## src/rtl/fetch_ctrl_pkg.sv

```systemverilog
// Shared constants and types for the instruction-fetch sequencer.
package fetch_ctrl_pkg;

    localparam logic [31:0] START_OF_MEM = 32'h0000_1000;
    localparam logic [31:0] END_OF_MEM   = 32'h0000_1FFF;
    localparam logic [31:0] NOP_INSTR    = 32'h0000_0013;

    typedef enum logic [1:0] {
        FETCH_RUN    = 2'd0,
        FETCH_HALTED = 2'd1,
        FETCH_FAULT  = 2'd2
    } fetch_state_e;

    typedef struct packed {
        logic [31:0] pc;
        logic [31:0] instr;
    } fetch_entry_t;

endpackage

```

## src/rtl/fetch_ctrl_queue.sv

```systemverilog
// Two-entry synchronous FIFO of {pc, instr}; flush empties it in one edge.
module fetch_queue
    import fetch_ctrl_pkg::*;
(
    input  logic         clk,
    input  logic         reset,
    input  logic         i_push,
    input  logic         i_pop,
    input  logic         i_flush,
    input  fetch_entry_t i_data,
    output logic [1:0]   o_count,
    output fetch_entry_t o_head
);

    fetch_entry_t r_mem [2];
    logic         r_head;
    logic         r_tail;
    logic [1:0]   r_count;

    always_ff @(posedge clk) begin
        if (reset || i_flush) begin
            r_head  <= 1'b0;
            r_tail  <= 1'b0;
            r_count <= 2'd0;
        end else begin
            // Full + pop + push writes the slot being vacated by the head.
            if (i_push) begin
                r_mem[r_tail] <= i_data;
                r_tail        <= ~r_tail;
            end
            if (i_pop) begin
                r_head <= ~r_head;
            end
            r_count <= r_count + {1'b0, i_push} - {1'b0, i_pop};
        end
    end

    assign o_count = r_count;
    assign o_head  = (r_count != 2'd0) ? r_mem[r_head] : '0;

endmodule

```

## src/rtl/fetch_ctrl.sv

```systemverilog
// Fetch PC sequencer: drives imem, buffers words in a 2-deep queue for decode.
module fetch_ctrl
    import fetch_ctrl_pkg::*;
#(
    parameter logic [31:0] RESET_PC = START_OF_MEM,
    parameter logic [31:0] MEM_LO   = START_OF_MEM,
    parameter logic [31:0] MEM_HI   = END_OF_MEM
) (
    input  logic        clk,
    input  logic        reset,
    output logic [31:0] imem_addr,
    input  logic [31:0] imem_instr,
    input  logic        redirect_valid,
    input  logic [31:0] redirect_pc,
    input  logic        halt,
    output logic        dec_valid,
    input  logic        dec_ready,
    output logic [31:0] dec_instr,
    output logic [31:0] dec_pc,
    output logic        fetch_fault,
    output logic [1:0]  dbg_state
);

    fetch_state_e r_state;
    logic [31:0]  r_fpc;
    logic         r_fault;

    logic         w_legal;
    logic         w_pop_raw;
    logic         w_pop;
    logic         w_push;
    logic [1:0]   w_count;
    fetch_entry_t w_head;
    fetch_entry_t w_new;

    assign w_legal = (r_fpc[1:0] == 2'b00) && (r_fpc >= MEM_LO) &&
                     (r_fpc <= (MEM_HI - 32'd3));

    // A redirect squashes the head, so the handshake does not count as a pop.
    assign w_pop_raw = dec_valid && dec_ready;
    assign w_pop     = w_pop_raw && !redirect_valid;
    assign w_push    = (r_state == FETCH_RUN) && !halt && !redirect_valid &&
                       w_legal && ((w_count < 2'd2) || w_pop_raw);

    assign w_new.pc    = r_fpc;
    assign w_new.instr = imem_instr;

    fetch_queue u_queue (
        .clk     (clk),
        .reset   (reset),
        .i_push  (w_push),
        .i_pop   (w_pop),
        .i_flush (redirect_valid),
        .i_data  (w_new),
        .o_count (w_count),
        .o_head  (w_head)
    );

    always_ff @(posedge clk) begin
        if (reset) begin
            r_fpc   <= RESET_PC;
            r_state <= FETCH_RUN;
            r_fault <= 1'b0;
        end else begin
            if (redirect_valid) begin
                r_fpc <= redirect_pc;
            end else if (w_push) begin
                r_fpc <= r_fpc + 32'd4;
            end
            case (r_state)
                FETCH_RUN: begin
                    if (!w_legal && !redirect_valid) begin
                        r_state <= FETCH_FAULT;
                        r_fault <= 1'b1;
                    end else if (halt) begin
                        r_state <= FETCH_HALTED;
                    end
                end
                FETCH_HALTED: begin
                    if (!halt) begin
                        r_state <= FETCH_RUN;
                    end
                end
                FETCH_FAULT: r_state <= FETCH_FAULT;
                default:     r_state <= FETCH_RUN;
            endcase
        end
    end

    assign imem_addr   = r_fpc;
    assign dec_valid   = (w_count != 2'd0);
    assign dec_instr   = w_head.instr;
    assign dec_pc      = w_head.pc;
    assign fetch_fault = r_fault;
    assign dbg_state   = r_state;

endmodule

```

## config.mk

```make
export PLATFORM = sky130hd
export DESIGN_NAME = fetch_ctrl
export DESIGN_NICKNAME = d
export VERILOG_FILES = /design/src/rtl/fetch_ctrl_pkg.sv /design/src/rtl/fetch_ctrl_queue.sv /design/src/rtl/fetch_ctrl.sv
export SDC_FILE = /design/constraint.sdc
export NUM_CORES = 1
export LEC_CHECK = 0
export CAP_MARGIN = 20
export CORE_MARGIN = 10
export CORE_UTILIZATION = 44
export DETAILED_ROUTE_END_ITERATION = 6
export PLACE_DENSITY = 0.83
export SETUP_SLACK_MARGIN = 0.05
export SLEW_MARGIN = 20
export SYNTH_ARGS = -nofsm -noshare
export SYNTH_HDL_FRONTEND = slang
export SYNTH_SLANG_ARGS = --single-unit
```

## constraint.sdc

```tcl
create_clock -name clk -period 9.7 [get_ports clk]
set_input_delay 1.94 -clock clk [delete_from_list [all_inputs] [get_ports clk]]
set_output_delay 1.94 -clock clk [all_outputs]
set_load 0.005 [all_outputs]
```

Word level (Yosys, flattened, before mapping)
Memory sizes are Yosys's and may differ from the RTL's. A register that Yosys moved wholly into a read port is not among the register bits.
Cells that the tools add are included.
{"block": "word_totals", "latchBits": 0, "ramBits": 128, "elab_cells": 51, "rom_bits": 0, "inputBits": 69, "regBits": 39, "out_inout_bits": 100, "n_memories": 1}
{"memory": "u_queue.r_mem", "words": 2, "word_bits": 64, "rd": 1, "rd_ports_with_merged_regs": 1, "wr": 1, "line_no": "fetch_ctrl_queue.sv:15", "source": "fetch_entry_t r_mem [2];"}
{"block": "op_classes", "addsub": 3, "n_eq_ne": 4, "shift": 0, "mul": 0, "div": 0, "order_cmp": 3, "n_bitwise": 2, "n_mux": 12, "reduce_logical": 20}
{"op": "$mux 32", "count": 2}
{"op": "$mux 64", "count": 1}
{"op": "$add 32x3->32 const B", "count": 1}
{"op": "$ge 32x13->1 const B", "count": 1}
{"op": "$le 32x13->1 const B", "count": 1}
{"op": "$logic_and 1x1->1", "count": 9}
{"op": "$mux 2", "count": 3}
{"op": "$pmux 2 s3", "count": 1}
{"op": "$mux 1", "count": 5}
{"op": "$logic_not 2->1", "count": 2}
{"op": "$reduce_and 2->1", "count": 2}
{"op": "$reduce_bool 2->1", "count": 2}
{"op": "$logic_not 1->1", "count": 3}
{"op": "$ne 3x2->1 const B", "count": 1}
{"op": "$add 2x1->2", "count": 1}
{"op": "$eq 2x1->1 const B", "count": 1}
{"op": "$eq 2x2->1 const B", "count": 1}
{"op": "$logic_or 1x1->1", "count": 2}
{"op": "$lt 2x2->1 const B", "count": 1}
{"op": "$ne 2x2->1 const B", "count": 1}
{"op": "$not 1->1", "count": 2}
{"op": "$sub 2x1->2", "count": 1}

Depth between registers and ports, before layout
{"block": "depth", "word_depth": 8, "depth_mapped": 11, "mapped_depth_nobuf": 10}

Cells and area by module
Synthesis repeated with hierarchy kept, for this count alone.
{"block": "hier_totals", "hier_cells": 461, "area_unflattened_um2": 6810.3}
{"mod": "fetch_queue", "area_each_um2": 5129.9, "cells_each": 290, "seq_area_each_um2": 3943.8, "n_inst": 1}
{"mod": "fetch_ctrl", "area_each_um2": 1680.4, "cells_each": 171, "seq_area_each_um2": 700.7, "n_inst": 1}

Least setup slack after synthesis
OpenSTA, ideal clock, no wires.
{"block": "synth_timing", "path_type": "in2reg", "start": "input halt", "end": "memory u_queue.r_mem[0][0] (netlist bit), enable pin", "stages": 4, "t_arrival_ps": 8628, "setup_time_ps": 644, "n_path_buf": 1, "required_time_ps": 9056, "setup_slack_ps": 428, "path_cell_list": "nor3_1 > nand4_2 > buf_2 > nor4_1"}
{"block": "synth_between", "elab_chain_len": 8}
{"item": "start, declared", "line_no": "fetch_ctrl.sv:15", "source": "input logic halt,"}
{"item": "$logic_not 1->1"}
{"item": "$logic_and 1x1->1 (3 in a row)", "line_no": "fetch_ctrl.sv:42", "source": "assign w_push = (r_state == FETCH_RUN) && !halt && !redirect_valid &&"}
{"item": "$logic_and 1x1->1", "line_no": "fetch_ctrl.sv:43", "source": "w_legal && ((w_count < 2'd2) || w_pop_raw);"}
{"item": "$mux 1", "line_no": "fetch_ctrl_queue.sv:27", "source": "if (i_push) begin"}
{"item": "$mux 1", "line_no": "fetch_ctrl_queue.sv:21", "source": "if (reset || i_flush) begin"}
{"item": "$mux 1 (not written as such)", "line_no": "fetch_ctrl_queue.sv:28", "source": "r_mem[r_tail] <= i_data;"}
{"item": "end, declared", "line_no": "fetch_ctrl_queue.sv:15"}
Every way passes these cells.

Final worst setup path
{"block": "layout_timing", "start": "input halt", "end": "memory u_queue.r_mem[0][33] (netlist bit), enable pin"}
The elaborated chain is that of the path after synthesis.

==> results.md <==
* CTS hold repair buffers at 0
* Port Buffers at 168
* M1 wire length at 6.70 mm
* Crit path cell chain: clkdlybuf4s50_1 -> nor3_1 -> nand4_2 -> nor4_2 -> buf_4
* Via Count at 4428
* Final Wtd Congestion at 0.809
* Global route overflow at 0
* Gate Count Post-Synth at 488
* Cells on worst reg2reg path at 4
* Top cells by area, synth: edfxtp_1, mux2i_1, dfxtp_1
* H-tree depth at 4
* 1st-iter DRT viols at 323
* Worst min-delay path startpoint: fetch_fault
* Largest net degree at the start of global routing at 65
* Clock skew at 0.00692 ns
* Vias in the first global route at 4521
* Post-synth EDFFs at 128
* Synth Register Bits at 168
* Slowest cell delay on critical path at 0.72 ns
* Setup_tns at 0 ns
* Post-route core utilization at 60.7%
* Num rows at 45
* Hpwl dp at 11.0 mm
* Cts bufs inserted at 17
* Met3 WL at 1.55 mm
* Top-count cell post-synth: edfxtp_1
* Largest area contributor in the netlist: edfxtp_1
* Complex-gate fraction of the synthesized area at 3.71%
* Final ANT Viol Nets at 0
* Post-cts repair resize count at 0
* Hold WS at 0.460 ns
* Cell area after synthesis at 6770 um^2
* Async SR Flop Fraction at 0%
* CTS tree: built
* Period minus WS final at 4.49 ns
* Critical path fanouts, max at 59
* Adder and majority gate portion of the synthesized area at 0.739%
* F_max at 0.223 GHz
* Post-synthesis mux area share at 12.4%
* Main synth FF type: edfxtp_1
* Slowest stage cell on the critical path: buf_4
* Antenna violations before repair at 0
* Clk buf depth at 2
* Worst slew pin tran at 1.14 ns
* Worst Setup Path Type: in2reg
* Max VDD drop at 0.000116 V
* Die width at 144 um
* Area Overhead vs Synth at 35.8%
* Clock latency at the later pin of the worst-skew pair at 0.41 ns
* Slew margin rel. at 24.2%
* Die Area at 20800 um^2
* Ys Warns at 0
* Clk slew on worst S/H paths at 0.06 ns
* HP Class: reg2reg
* FF-to-FF Start: imem_addr[16]
* Critical path endpoint category: flop
* Core ar. at 15100 um^2
* First-pass GRT wire length at 24.8 mm
* CP bufs+invs at 2
* Hold Crit Endpoint: fetch_fault
* Largest family of logic cells by synthesized area: multiplexers
* Critical R2R Capture: u_queue.r_mem[0][33]
* Hold Crit Depth at 2
* XOR/XNOR Fraction of Synth Area at 0.388%
* Final net count at 724
* CP Data Required Time at 9.74 ns
* Post-synthesis simple-gate area fraction at 11.7%
* DRC Markers at 0
* Commonest cells in the synthesized netlist: edfxtp_1, nor2_1, mux2i_1, dfxtp_1, inv_1
* Final Max Tran Viols at 0
* PD cells at 168 nW/um^2
* R2R Setup Slk at 6.64 ns
* Die Y-Extent at 144 um
* Post-CTS setup buffers at 0
* Syn nets at 561
* Max Cap Viol at 0
* # IOs at 169
* DR WL met2 at 7.60 mm
* Status: finished, final reports clean
* Unrepaired setup endpoints after global routing: false
* Period utilisation layout at 46.3%
* Type of origin of the critical path: input port
* DR WL/cell at 18.8 um
* Register area share after synthesis at 68.6%
* Largest delay share family, worst path: simple AND/OR/NAND/NOR gates
* Fin. Hold Viols at 0
* Post-synth cell types at 45
* Final Power at 1.55 mW
* Share of the synthesized area in the top cell type at 56.8%
* Initial core utilization at 44.7%
* Num Clock Sinks at 168
* Worst endpoint data arrival time at 4.53 ns
* Total GRT Usage at 15.4%
* Lkg Pwr at 3.07 nW
* Vias/cell at 5.19
* Synth Area per Inst at 13.9 um^2
* Uppermost routed layer: met4
* Final Setup Violations at 0
* Share of layout cells above drive strength 1 at 6.48%
* Root buffer cell: clkbuf_16
* Total Routed Length at 16.1 mm
* Pre-antenna DRT Iters at 4
[cell usage in the layout, fill, tap and decap left out, types with 3 or more instances in the layout]
master / synthesis / final
clkbuf_16: 0 / 17
clkdlybuf4s50_1: 0 / 167
mux2i_1: 84 / 84
nand4_1: 5 / 5
clkbuf_1: 14 / 6
nand2_1: 8 / 8
inv_1: 15 / 15
a311oi_1: 4 / 4
o21ai_0: 4 / 4
a21oi_1: 5 / 5
edfxtp_1: 128 / 128
nor4_1: 4 / 3
and4_1: 5 / 5
nand3_1: 5 / 5
nor2_1: 102 / 101
nor3_1: 3 / 3
nand3b_1: 3 / 3
o31ai_1: 3 / 3
ha_1: 4 / 4
buf_4: 0 / 4
nor4_4: 4 / 4
dfxtp_1: 40 / 39
bufinv_16: 0 / 3
[how the worst max path moves through the flow]
stage | from | to | slack (ns) | cells after the start
2_1_floorplan | halt | u_queue.r_mem[0][0] | 0.43 | 4
3_3_place_gp | halt | u_queue.r_mem[0][11] | 4.95 | 5
3_5_place_dp | halt | u_queue.r_mem[0][7] | 4.78 | 5
4_1_cts | u_queue.o_count[1] | dec_pc[21] | 5.19 | 4
5_1_grt | halt | u_queue.r_mem[0][33] | 4.97 | 5
6_report | halt | u_queue.r_mem[0][33] | 5.21 | 5
[area by class of cell]
type / count / area [um^2]
flip-flops and latches: 168 / 4650
clock buffers: 23 / 448
inverters: 15 / 56.3
multi-input cells: 277 / 1980
clock inverters: 9 / 125
fillers: 1132 / 5950
diodes: 1 / 2.50
well taps: 188 / 235
repair buffers: 172 / 1710
[sequential cells by signal, summed over array words and instances (netlist names), named ones only]
signal and cells:
u_queue.r_tail 1, u_queue.r_mem 128, u_queue.r_head 1, imem_addr 32, u_queue.o_count 2, dbg_state 2, fetch_fault 1
[worst register-to-register path, stage by stage (launching register included)]
cell and delay (ns):
dfxtp_1 0.36, nor4_4 0.37, nand4_2 0.45, nor4_2 0.69, buf_4 0.72
[power by group]
group	switching, mW	internal [mW]
Clock	0.255	0.403
Combinational	0.0363	0.0557
Sequential	0.0172	0.783
Total	0.308	1.24
[cells by family (layout without fill, tap and decap cells)]
family	count (synthesis)	after routing
flip-flops	168	168
AND/OR/NAND/NOR	153	153
multiplexers	84	84
buffers and inverters	43	219
AO/OA/AOI/OAI	33	33
adder cells (fa/ha/maj)	4	4
XOR/XNOR	3	3
other	0	1
[per-layer routing]
metal  vias to the layer above  GRT usage (%)
met1                      2121           19.1
met2                       163           24.3
li1                       2125              -
met4                         0           5.80
met5                         -              0
met3                        19           5.18
[per-stage QoR]
stage	cells	setup WS, ns	area [um^2]
final	853	5.21	9200
after global routing	852	4.97	9200
after CTS	852	5.19	9200
after detailed placement	820	4.78	8620
after global placement	820	4.95	8620
after floorplan	488	0.428	6770
Power figures use the tool's default switching activity.
